File: config.mk
export PLATFORM = sky130hd
export DESIGN_NAME = pio_hps_responder_flat
export DESIGN_NICKNAME = d
export VERILOG_FILES = /design/src/rtl/pio_hps_pkg.sv /design/src/rtl/pio_hps_responder_if.sv /design/src/rtl/key_debounce.sv /design/src/rtl/pio_hps_responder.sv /design/src/flat_wrapper.sv
export SDC_FILE = /design/constraint.sdc
export NUM_CORES = 1
export LEC_CHECK = 0
export BUFFER_PORTS_ARGS = -buffer_cell sky130_fd_sc_hd__buf_2
export CORE_MARGIN = 2
export CORE_UTILIZATION = 61
export CTS_BUF_LIST = sky130_fd_sc_hd__clkbuf_16
export CTS_CLUSTER_SIZE = 40
export DETAILED_ROUTE_END_ITERATION = 12
export GPL_TIMING_DRIVEN = 0
export PLACE_DENSITY = 0.85
export SLEW_MARGIN = 20
export SYNTH_ARGS = -nofsm -noshare
export SYNTH_HDL_FRONTEND = slang
export SYNTH_HIERARCHICAL = 1
export SYNTH_SLANG_ARGS = --single-unit
File: constraint.sdc
create_clock -name clk_clk -period 6.1 [get_ports clk_clk]
set_input_delay 0.305 -clock clk_clk [delete_from_list [all_inputs] [get_ports clk_clk]]
set_output_delay 0.305 -clock clk_clk [all_outputs]
set_load 0.02 [all_outputs]
File: src/rtl/pio_hps_pkg.sv
// Shared constants and helpers for the HPS PIO responder: register map,
// reset patterns and the Avalon byte-lane merge.
package pio_hps_pkg;

  localparam int AVS_DATA_W = 32;
  localparam int AVS_BE_W   = AVS_DATA_W / 8;

  typedef enum logic [2:0] {
    ADDR_HEX30 = 3'd0,
    ADDR_HEX54 = 3'd1,
    ADDR_KEYS  = 3'd2,
    ADDR_MASK  = 3'd3,
    ADDR_EDGE  = 3'd4,
    ADDR_LEDS  = 3'd5
  } reg_addr_e;

  // Seven-segment outputs are active-low, so all ones blanks the display.
  localparam logic [31:0] HEX_OFF32 = 32'hFFFF_FFFF;
  localparam logic [15:0] HEX_OFF16 = 16'hFFFF;

  function automatic logic [AVS_DATA_W-1:0] be_merge(
    input logic [AVS_DATA_W-1:0] old_val,
    input logic [AVS_DATA_W-1:0] wdata,
    input logic [AVS_BE_W-1:0]   be
  );
    logic [AVS_DATA_W-1:0] res;
    res = old_val;
    for (int b = 0; b < AVS_BE_W; b++) begin
      if (be[b]) res[8*b +: 8] = wdata[8*b +: 8];
    end
    return res;
  endfunction

endpackage

File: src/rtl/pio_hps_responder_if.sv
// Avalon-MM slave bus from the HPS lightweight bridge (no waitrequest,
// fixed read latency of one cycle).
interface pio_hps_responder_if;
    import pio_hps_pkg::*;

    logic [2:0]            avs_address;
    logic                  avs_read;
    logic                  avs_write;
    logic [AVS_DATA_W-1:0] avs_writedata;
    logic [AVS_BE_W-1:0]   avs_byteenable;
    logic [AVS_DATA_W-1:0] avs_readdata;

    modport master (
        output avs_address, avs_read, avs_write, avs_writedata, avs_byteenable,
        input  avs_readdata
    );

    modport slave (
        input  avs_address, avs_read, avs_write, avs_writedata, avs_byteenable,
        output avs_readdata
    );

endinterface

File: src/rtl/key_debounce.sv
// One pushbutton: invert, 2-flop synchronize, then accept a new level only
// after it has been seen for DEBOUNCE_CYCLES consecutive cycles.
module key_debounce #(
    parameter int DEBOUNCE_CYCLES = 1000000
) (
    input  logic clk,
    input  logic rst,
    input  logic key_n,
    output logic pressed,
    output logic press
);

    localparam int             CW       = $clog2(DEBOUNCE_CYCLES);
    localparam logic [CW-1:0]  CNT_LAST = CW'(DEBOUNCE_CYCLES - 1);

    logic          sync1;
    logic          sync2;
    logic [CW-1:0] cnt;

    // High for the single cycle in which a press is about to be accepted.
    assign press = sync2 & ~pressed & (cnt == CNT_LAST);

    // NOTE: every flop here uses <= so all of them sample pre-edge values;
    // a blocking assignment would collapse the synchronizer into one stage.
    always_ff @(posedge clk or posedge rst) begin
        if (rst) begin
            sync1   <= 1'b0;
            sync2   <= 1'b0;
            cnt     <= '0;
            pressed <= 1'b0;
        end else begin
            sync1 <= ~key_n;
            sync2 <= sync1;
            if (sync2 == pressed) begin
                cnt <= '0;
            end else if (cnt == CNT_LAST) begin
                pressed <= sync2;
                cnt     <= '0;
            end else begin
                cnt <= cnt + CW'(1);
            end
        end
    end

endmodule

File: src/rtl/pio_hps_responder.sv
// FPGA-side end of the HEX/LED/KEY PIO exports: register file, read mux,
// sticky press-edge capture and a maskable level interrupt.
module pio_hps_responder
    import pio_hps_pkg::*;
#(
    parameter int DEBOUNCE_CYCLES = 1000000,
    parameter int NUM_KEYS        = 4,
    parameter int NUM_LEDS        = 10
) (
    input  logic                 clk_clk,
    input  logic                 reset_reset,
    pio_hps_responder_if.slave   avs,
    output logic                 irq,
    input  logic [NUM_KEYS-1:0]  keys_export,
    output logic [31:0]          hex30_export,
    output logic [15:0]          hex54_export,
    output logic [NUM_LEDS-1:0]  leds_export
);

    logic [NUM_KEYS-1:0]   keys_q;
    logic [NUM_KEYS-1:0]   press;
    logic [NUM_KEYS-1:0]   mask_q;
    logic [NUM_KEYS-1:0]   edge_q;
    logic [NUM_KEYS-1:0]   edge_clr;
    logic [AVS_DATA_W-1:0] rd_data;

    for (genvar i = 0; i < NUM_KEYS; i++) begin : g_key
        key_debounce #(
            .DEBOUNCE_CYCLES(DEBOUNCE_CYCLES)
        ) u_debounce (
            .clk     (clk_clk),
            .rst     (reset_reset),
            .key_n   (keys_export[i]),
            .pressed (keys_q[i]),
            .press   (press[i])
        );
    end

    // NOTE: each always_comb output gets a default first so no path leaves
    // it unassigned, which would otherwise infer a latch.
    always_comb begin
        edge_clr = '0;
        if (avs.avs_write && avs.avs_address == ADDR_EDGE && avs.avs_byteenable[0])
            edge_clr = avs.avs_writedata[NUM_KEYS-1:0];
    end

    always_comb begin
        rd_data = '0;
        case (avs.avs_address)
            ADDR_HEX30: rd_data = hex30_export;
            ADDR_HEX54: rd_data = AVS_DATA_W'(hex54_export);
            ADDR_KEYS:  rd_data = AVS_DATA_W'(keys_q);
            ADDR_MASK:  rd_data = AVS_DATA_W'(mask_q);
            ADDR_EDGE:  rd_data = AVS_DATA_W'(edge_q);
            ADDR_LEDS:  rd_data = AVS_DATA_W'(leds_export);
            default:    rd_data = '0;
        endcase
    end

    // NOTE: reset is asynchronous and clears every register, including the
    // read data holding register, regardless of a bus access in flight.
    always_ff @(posedge clk_clk or posedge reset_reset) begin
        if (reset_reset) begin
            hex30_export     <= HEX_OFF32;
            hex54_export     <= HEX_OFF16;
            leds_export      <= '0;
            mask_q           <= '0;
            edge_q           <= '0;
            irq              <= 1'b0;
            avs.avs_readdata <= '0;
        end else begin
            if (avs.avs_write) begin
                case (avs.avs_address)
                    ADDR_HEX30: hex30_export <= be_merge(hex30_export,
                                    avs.avs_writedata, avs.avs_byteenable);
                    ADDR_HEX54: hex54_export <= 16'(be_merge(AVS_DATA_W'(hex54_export),
                                    avs.avs_writedata, avs.avs_byteenable));
                    ADDR_MASK:  mask_q <= NUM_KEYS'(be_merge(AVS_DATA_W'(mask_q),
                                    avs.avs_writedata, avs.avs_byteenable));
                    ADDR_LEDS:  leds_export <= NUM_LEDS'(be_merge(AVS_DATA_W'(leds_export),
                                    avs.avs_writedata, avs.avs_byteenable));
                    default: ;
                endcase
            end

            // A press arriving with a W1C of the same bit keeps the bit set.
            edge_q <= (edge_q & ~edge_clr) | press;
            irq    <= |(edge_q & mask_q);

            if (avs.avs_read) avs.avs_readdata <= rd_data;
        end
    end

endmodule
File: src/flat_wrapper.sv
// flat-port wrapper written by rule: the top's interface ports become plain ports
module pio_hps_responder_flat import pio_hps_pkg::*;
#(
    parameter int DEBOUNCE_CYCLES = 1000000,
    parameter int NUM_KEYS        = 4,
    parameter int NUM_LEDS        = 10
)
  (clk_clk, reset_reset, irq, keys_export, hex30_export, hex54_export, leds_export, avs_avs_address, avs_avs_read, avs_avs_write, avs_avs_writedata, avs_avs_byteenable, avs_avs_readdata);
  pio_hps_responder_if avs_i ();
  input  logic clk_clk;
  input  logic reset_reset;
  output logic irq;
  input  logic [NUM_KEYS-1:0] keys_export;
  output logic [31:0] hex30_export;
  output logic [15:0] hex54_export;
  output logic [NUM_LEDS-1:0] leds_export;
  input wire logic [$bits(avs_i.avs_address)-1:0] avs_avs_address;
  input wire logic [$bits(avs_i.avs_read)-1:0] avs_avs_read;
  input wire logic [$bits(avs_i.avs_write)-1:0] avs_avs_write;
  input wire logic [$bits(avs_i.avs_writedata)-1:0] avs_avs_writedata;
  input wire logic [$bits(avs_i.avs_byteenable)-1:0] avs_avs_byteenable;
  output wire logic [$bits(avs_i.avs_readdata)-1:0] avs_avs_readdata;
  assign avs_i.avs_address = avs_avs_address;
  assign avs_i.avs_read = avs_avs_read;
  assign avs_i.avs_write = avs_avs_write;
  assign avs_i.avs_writedata = avs_avs_writedata;
  assign avs_i.avs_byteenable = avs_avs_byteenable;
  assign avs_avs_readdata = avs_i.avs_readdata;
  pio_hps_responder #(.DEBOUNCE_CYCLES(DEBOUNCE_CYCLES), .NUM_KEYS(NUM_KEYS), .NUM_LEDS(NUM_LEDS)) u_core (.clk_clk(clk_clk), .reset_reset(reset_reset), .avs(avs_i), .irq(irq), .keys_export(keys_export), .hex30_export(hex30_export), .hex54_export(hex54_export), .leds_export(leds_export));
endmodule
; ---- After elaboration in Yosys (flattened, before gate mapping)
; Cells that the tools add are included.
[word_totals]
output_inout_bits = 91
regBits = 191
word_cells = 96
input_bits = 47
[classes]
add_sub_neg = 4
mux = 10
reduce_logical = 17
n_eq_ne = 13
n_bitwise = 24
[op_table]
columns = operator, n
row1 = $pmux W32 S6, 1
row2 = $mux W20, 8
row3 = $add A20 B1 Y20 const B, 4
row4 = $eq A20 B20 Y1 const B, 4
row5 = $reduce_and A3 Y1, 9
row6 = $not A1 Y1, 12
row7 = $and A1 B1 Y1, 8
row8 = $and A4 B4 Y4, 2
row9 = $reduce_and A2 Y1, 4
row10 = $eq A3 B2 Y1 const B, 2
row11 = $eq A3 B3 Y1 const B, 2
row12 = $eq A1 B1 Y1, 4
row13 = $mux W4, 1
row14 = $not A4 Y4, 1
row15 = $or A4 B4 Y4, 1
row16 = $reduce_or A4 Y1, 1
row17 = $eq A3 B1 Y1 const B, 1
row18 = $logic_not A3 Y1, 1
row19 = $logic_and A1 B1 Y1, 2

; ---- Depth between registers and ports, before layout
; Gate-level depths: netlist of the first run.
[depth]
ltp_word = 7
mapped_depth = 6

; ---- Hierarchy
; The synthesis of the first run kept the hierarchy.
[modules_own_cells]
columns = module, cells_per_inst, area_each_um2, n_inst
row1 = pio_hps_responder, 290, 4212.8, 1
row2 = key_debounce (u_core.g_key[0].u_debounce ...), 115, 1126.1, 3
row3 = key_debounce (u_core.g_key[1].u_debounce), 112, 1148.6, 1

; ---- Worst setup path before layout of the first run
; OpenSTA, ideal clock, no wires.
[synth_timing]
path_kind = flip-flop to flip-flop
startpoint = reg u_core.g_key[1].u_debounce.cnt[0]
endpoint = reg u_core.g_key[1].u_debounce.pressed
arrival_ps = 1713
n_path_buf = 0
slack_ps = 4262
setup_ps = 125
period_less_slack_ps = 1838
path_stages_with_launch = 6
path_cell_list = dfrtp_1 ha_1 nand2_1 or4_4 nor3_1 mux2_2
[synth_between]
elab_chain_len = 2
[synth_lines]
columns = element, line_no
row1 = start: declaration, key_debounce.sv:18  ; logic [CW-1:0] cnt;
row2 = start signal: assignment, key_debounce.sv:40  ; cnt <= cnt + CW'(1);
row3 = $eq A20 B20 Y1, key_debounce.sv:36  ; end else if (cnt == CNT_LAST) begin
row4 = $reduce_and A2 Y1 (no source line), -
row5 = end signal: assignment, key_debounce.sv:37  ; pressed <= sync2;
row6 = end: declaration, key_debounce.sv:9  ; output logic pressed,
; Every way passes these cells.
; A chain may end at the register's enable or synchronous reset.

; ---- Worst setup path after layout of the first run
; Same ends and word-level chain as after synthesis.

==> results of run 1 <==
==> final cells by class <==
cell class	instances	area, um2	share of cell area (%)
Sequential cell	191	4840	47.1
Multi-Input combinational cell	494	3620	35.2
Timing Repair Buffer	139	733	7.13
Clock buffer	17	425	4.14
Tap cell	180	225	2.19
Clock inverter	15	155	1.51
Buffer	28	151	1.47
Inverter	34	133	1.29
Antenna cell	1	2.50	0.0243
==> flip-flops by register name, indices dropped and copies added, names as in the netlist <==
| name | cells |
|---|---|
| u_core/mask_q | 4 |
| u_core/irq | 1 |
| u_core/hex30_export | 32 |
| u_core/g_key.u_debounce/pressed | 4 |
| u_core/hex54_export | 16 |
| u_core/leds_export | 10 |
| u_core/g_key.u_debounce/cnt | 80 |
| u_core/edge_q | 4 |
| u_core/avs.avs_readdata | 32 |
| u_core/g_key.u_debounce/sync1 | 4 |
| u_core/g_key.u_debounce/sync2 | 4 |
==> kinds of logic (layout without fill, tap and decap cells) <==
kind of cell | count (synthesis) | after routing | share of synthesized area [%]
simple gates | 250 | 250 | 16.0
flops | 191 | 191 | 55.4
compound gates | 103 | 103 | 8.70
mux | 85 | 85 | 10.8
buf+inv | 62 | 233 | 3.19
xor+xnor | 48 | 48 | 4.81
fa+ha+maj | 8 | 8 | 1.15
other cells | 0 | 1 | 0
==> per-stage QoR <==
stage / setup slack [ns] / total power [uW] / std cells / hold slack, ns
finish: 4.03 / 3140 / 1099 / 0.0207
global route: 3.90 / 3270 / 1099 / 0.00823
CTS: 4.04 / 3160 / 1098 / 0.00300
detailed placement: 4.07 / 2070 / 1063 / 0.340
global placement: 2.11 / 2050 / 1062 / 0.334
floorplan: 3.28 / 1870 / 747 / 0.307
==> report_power, final <==
group | total (uW) | internal, uW | switching (uW)
registers | 1530 | 1440 | 90.0
clock network | 1090 | 636 | 454
logic | 514 | 207 | 307
==> cell usage in the layout (no fill, tap or decap), drive strengths merged, types with 14 or more instances in the layout <==
cell type / Yosys / routed
or3: 14 / 14
xor2: 20 / 20
nand4: 16 / 16
nor4: 14 / 14
inv: 34 / 38
mux2: 75 / 75
clkbuf: 7 / 24
or4: 15 / 15
nand2: 30 / 30
xnor2: 28 / 28
buf: 21 / 157
a21oi: 24 / 24
nand3: 32 / 32
a22o: 16 / 16
nor2: 68 / 68
nor3: 19 / 19
dfrtp: 143 / 143
dfstp: 48 / 48
==> worst register-to-register path, stage by stage, from the launching register on <==
cell and delay (ns):
dfrtp_1 0.40, ha_1 0.26, nand2_1 0.10, or4_4 0.58, nor3_1 0.25, mux2_2 0.37
==> path summary, 6_finish.rpt <==
path,from,to,slack [ns],cells past startpoint
setup / recovery,u_core/g_key[1].u_debounce/cnt[0],u_core/g_key[1].u_debounce/pressed,4.03,5
hold / removal,keys_export[0],u_core/g_key[0].u_debounce/sync1,0.02,2
setup reg to reg,u_core/g_key[1].u_debounce/cnt[0],u_core/g_key[1].u_debounce/pressed,4.03,5
hold reg to reg,u_core/g_key[1].u_debounce/sync1,u_core/g_key[1].u_debounce/sync2,0.35,0
max in group asynchronous,reset_reset,u_core/g_key[3].u_debounce/pressed,4.84,3
min in group asynchronous,reset_reset,u_core/irq,0.51,3
==> routing by layer <==
layer / global-route usage (%) / wire, um
met1: 32.0 / 7880
met2: 44.3 / 9490
met3: 7.10 / 1360
met4: 9.73 / 430
met5: 0 / 0
==> what timing repair did <==
action | CTS | global route
hold endpoints to repair | 26 | 0
hold buffers | 3 | 0
gates resized for setup | 0 | 0
==> impl_results.md, run 1 <==
- Crit. End Element: flop
- CP Data Arrival Time: 2.38 ns
- Sequential share of the synthesized area: 55.4%
- Slew Limit Fails: 0
- Pre-antenna DRT Iters: 5
- Final Core Density: 73.8%
- Remaining antenna violation count: 0
- Period minus WS final: 2.07 ns
- First-pass GRT wire length: 30800 um
- Clock skew: 0.0121 ns
- Mapped Cells: 747
- Synth Register Bits: 191
- Die ar.: 15300 um2
- Largest net degree at the start of global routing: 52
- Largest vdd supply drop: 196 uV
- Distinct cells, synth: 59
- Synth top area cells: dfrtp_1 41%, dfstp_2 14%, mux2_2 9.5%, nor2_1 2.9%, xnor2_1 2.8%
- Clock Latency Late Sink: 0.43 ns
- Post-synth top cells: 143 x dfrtp_1, 74 x mux2_2, 67 x nor2_1
- Sink Count: 191
- Share of cells above drive strength 1: 36.8%
- I/O pin cnt: 138
- DP HPWL: 13700 um
- Most frequent cell after synthesis: dfrtp_1
- Yosys warnings: 6
- Fillers: 930
- Area Growth Syn to Fin: 17.7%
- Initial DRC Count: 382
- Syn Area/Cell: 11.7 um2
- Status: finished, final reports clean
- DP Area: 9670 um2
- Worst setup SP type: flop
- Die Wd: 124 um
- Syn nets: 802
- Worst-path fanout max: 5
- Post-CTS Setup Inserts: 0
- Fmax: 483 MHz
- # H-tree levels: 4
- CTS buffer count: 17
- Number of global-route vias before repair: 6404
- Total Neg Setup Slack: 0 ns
- Critical Path RT: 6.41 ns
- Cell type of the slowest stage on the worst timing path: or4_4
- Design area: 10300 um2
- Share of synthesized registers carrying an async set or reset: 100%
- Initial antenna violation count: 1
- Final hold vios: 0
- CTS tree: done
- Worst path max stage delay: 0.58 ns
- DIE HEIGHT: 124 um
- Reg clk slew, reported paths: 0.07 ns
- Pleak: 0.00462 uW
- Total GRT Usage: 26.1%
- FP Rows: 43
- Post-Route WL: 19200 um
- Final GP Congestion: 0.795
- Relative slew margins: 40.7%
- Number of port buffers: 135
- Core ar.: 13900 um2
- Detailed-route wire length per cell: 17.4 um
- Worst min-delay path class: in2reg
- Mapped cell area: 8740 um2
- Via density: 5.86
- Top FF cell, synth: dfrtp_1
- Starting Density: 62.7%
- Fin crit share: 33.9%
- Area leader, netlist: dfrtp_1
- Power density cells: 305 nW/um2
- Delay-heaviest family, CP: simple AND/OR/NAND/NOR gates
- Buf+Inv Stages, Crit Path: 0
- RSZ-0062 raised after global routing: false
- Number of flops mapped to enable cells by yosys: 0
- Residual DRC count: 0
- Cell Chain, Critical Path: ha_1 -> nand2_1 -> or4_4 -> nor3_1 -> mux2_2
- Setup-failing EPs final: 0
- Max-cap violations: 0
- Setup Crit Path Kind: reg2reg
- Via count: 6438
- Yosys top cell area share: 40.9%
- CTS root buffer: clkbuf_16
- Nets: 960
- Worst-Margin Slew: 0.888 ns
- Overflow after GRT: 0
- CTS max path bufs: 2
No activity file was read; power rests on OpenSTA's default activity.
==> inputs of run 2 (changes only) <==
--- a/config.mk
+++ b/config.mk
@@ -7,12 +7,12 @@
 export LEC_CHECK = 0
 export BUFFER_PORTS_ARGS = -buffer_cell sky130_fd_sc_hd__buf_2
 export CORE_MARGIN = 2
-export CORE_UTILIZATION = 61
+export CORE_UTILIZATION = 51
 export CTS_BUF_LIST = sky130_fd_sc_hd__clkbuf_16
 export CTS_CLUSTER_SIZE = 40
 export DETAILED_ROUTE_END_ITERATION = 12
 export GPL_TIMING_DRIVEN = 0
-export PLACE_DENSITY = 0.85
+export PLACE_DENSITY = 0.76
 export SLEW_MARGIN = 20
 export SYNTH_ARGS = -nofsm -noshare
 export SYNTH_HDL_FRONTEND = slang
==> constraint.sdc (replaced) <==
create_clock -name clk_clk -period 1.8 [get_ports clk_clk]
set_input_delay 0.09 -clock clk_clk [delete_from_list [all_inputs] [get_ports clk_clk]]
set_output_delay 0.09 -clock clk_clk [all_outputs]
set_load 0.02 [all_outputs]
==> impl_results.md, run 2 (synthesis gave the netlist of run 1 again) <==
- Final GP Congestion: 0.821
- Number of global-route vias before repair: 6643
- Core ar.: 16600 um2
- Fin crit share: 102%
- Reg area: 4860 um2
- Detailed-route wire length per cell: 18.0 um
- Biggest regs: u_core/g_key.u_debounce/cnt: 80 flops, u_core/avs.avs_readdata: 32 flops, u_core/hex30_export: 32 flops
- Remaining antenna violation count: 0
- I/O pin cnt: 138
- Multi-input gate area: 3950 um2
- PnR worst setup slack: -0.0341 ns
- Post-Route WL: 21900 um
- DP Area: 9770 um2
- Via density: 5.70
- Largest Register: u_core/g_key.u_debounce/cnt
- Largest register FFs: 80
- Clock skew: 0.00947 ns
- Reg clk slew, reported paths: 0.08 ns
- Fmax: 545 MHz
- Worst setup SP type: flop
- CTS root buffer: clkbuf_16
- Overflow after GRT: 0
- Worst-path fanout max: 5
- Setup-failing EPs final: 10
- Area Growth Syn to Fin: 31.2%
- Pre-antenna DRT Iters: 5
- Die Wd: 135 um
- Commonest non-fill, non-tap cells in the layout: 146 x buf_2, 123 x dfrtp_1, 71 x mux2_2
- Residual DRC count: 0
- Failing checks: negative setup slack
- # H-tree levels: 4
- Ant. Diodes: 0
- Relative slew margins: 40.0%
- Status: complete, but fails checks
- Fillers: 1171
- Worst min-delay path class: in2reg
- DP HPWL: 13700 um
- RSZ-0062 raised after global routing: true
- Total GRT Usage: 23.4%
- CTS max path bufs: 2
- Design area: 11500 um2
- Initial antenna violation count: 0
- Share of cells above drive strength 1: 44.6%
- Starting Density: 52.5%
- CTS buffer count: 17
- Largest net degree at the start of global routing: 27
- Period minus WS final: 1.83 ns
- Power density cells: 941 nW/um2
- Pleak: 0.00506 uW
- Clock Latency Late Sink: 0.44 ns
- Die ar.: 18200 um2
- Max-cap violations: 0
- Nets: 1039
- Worst-Margin Slew: 0.899 ns
- CP Data Arrival Time: 2.15 ns
- Final hold vios: 0
- Via count: 6938
- First-pass GRT wire length: 33800 um
- Most common cell after layout, fill and taps aside: buf_2
- CTS tree: done
- DIE HEIGHT: 135 um
- Critical Path RT: 2.11 ns
- Largest vdd supply drop: 760 uV
- Setup Crit Path Kind: reg2reg
- Pre-CTS setup slack: -0.231 ns
- Slew Limit Fails: 0
- Sink Count: 191
- FP Rows: 47
- Number of port buffers: 135
- Crit. End Element: flop
- Total Neg Setup Slack: -0.118 ns
- Initial DRC Count: 511
-- run 2: cell types whose count changed in the layout (fill, tap and decap cells not counted), moves of 5 or more --
cell | previous run | this run
buf_4 | 4 | 44
dlygate4sd3_1 | 3 | 38
dfrtp_1 | 143 | 123
dfrtp_2 | 0 | 20
buf_6 | 0 | 8
a21oi_1 | 24 | 17
a21oi_2 | 0 | 7
nand3_1 | 31 | 24
buf_2 | 152 | 146
or4_1 | 12 | 6
or4_4 | 2 | 8
clkinv_4 | 1 | 6
nand3_4 | 0 | 5
-- run 2: critical path, stage by stage, from the launching register on --
cell      delay, ns
dfrtp_1        0.42
nand3b_1       0.17
or4_4          0.58
nor3_2         0.17
mux2_2         0.37
-- run 2: power by group --
part | total (uW) | internal, uW | switching, uW | leakage (uW)
Sequential | 5210 | 4890 | 322 | 0.00240
Clock | 3680 | 1950 | 1730 | 0.000284
Combinational | 1890 | 806 | 1080 | 0.00238
-- run 2: stage by stage --
stage / util [%] / total power [uW] / std cells / hold slack (ns)
4_1_cts: 66.8 / 10800 / 1197 / 0.0937
6_report: 68.9 / 10800 / 1217 / 0.106
5_1_grt: 68.9 / 11200 / 1217 / 0.138
3_5_place_dp: 58.7 / 7020 / 1105 / 0.236
2_1_floorplan: - / 6350 / 747 / 0.0919
3_3_place_gp: 58.3 / 6960 / 1102 / 0.236
-- run 2: path summary, 6_finish.rpt --
path                       slack [ns]                            endpoint  cells after the start                               start
min                              0.11               u_core/leds_export[9]                      3                       avs_avs_write
max reg2reg                     -0.03  u_core/g_key[2].u_debounce/pressed                      4  u_core/g_key[2].u_debounce/cnt[13]
max in group asynchronous        0.67              u_core/hex30_export[5]                      5                         reset_reset
min reg2reg                      0.35    u_core/g_key[0].u_debounce/sync2                      0    u_core/g_key[0].u_debounce/sync1
min in group asynchronous        0.34                          u_core/irq                      3                         reset_reset
max                             -0.03  u_core/g_key[2].u_debounce/pressed                      4  u_core/g_key[2].u_debounce/cnt[13]
-- run 2: metal layers --
layer	GRT usage (%)	vias up	wire length [um]
met2	39.2	217	10900
met4	7.78	0	435
met1	30.8	3520	9340
met3	4.24	35	1160
met5	0	-	0
li1	-	3166	-
-- run 2: timing repair --
item	CTS	global route
cloned	1	0
resized for setup	46	52
buffers inserted	21	22
pin swaps	11	10
setup endpoints to repair	80	84
hold buffers	38	0
hold endpoints to repair	177	0
-- run 2: layout make-up --
class,instances,share of cell area [%]
multi-input combinational,494,34.5
buffer,26,1.54
inverter,34,1.15
timing repair buffer,220,13.0
sequential,191,42.4
clock buffer,17,3.71
clock inverter,15,1.32
tap,220,2.40
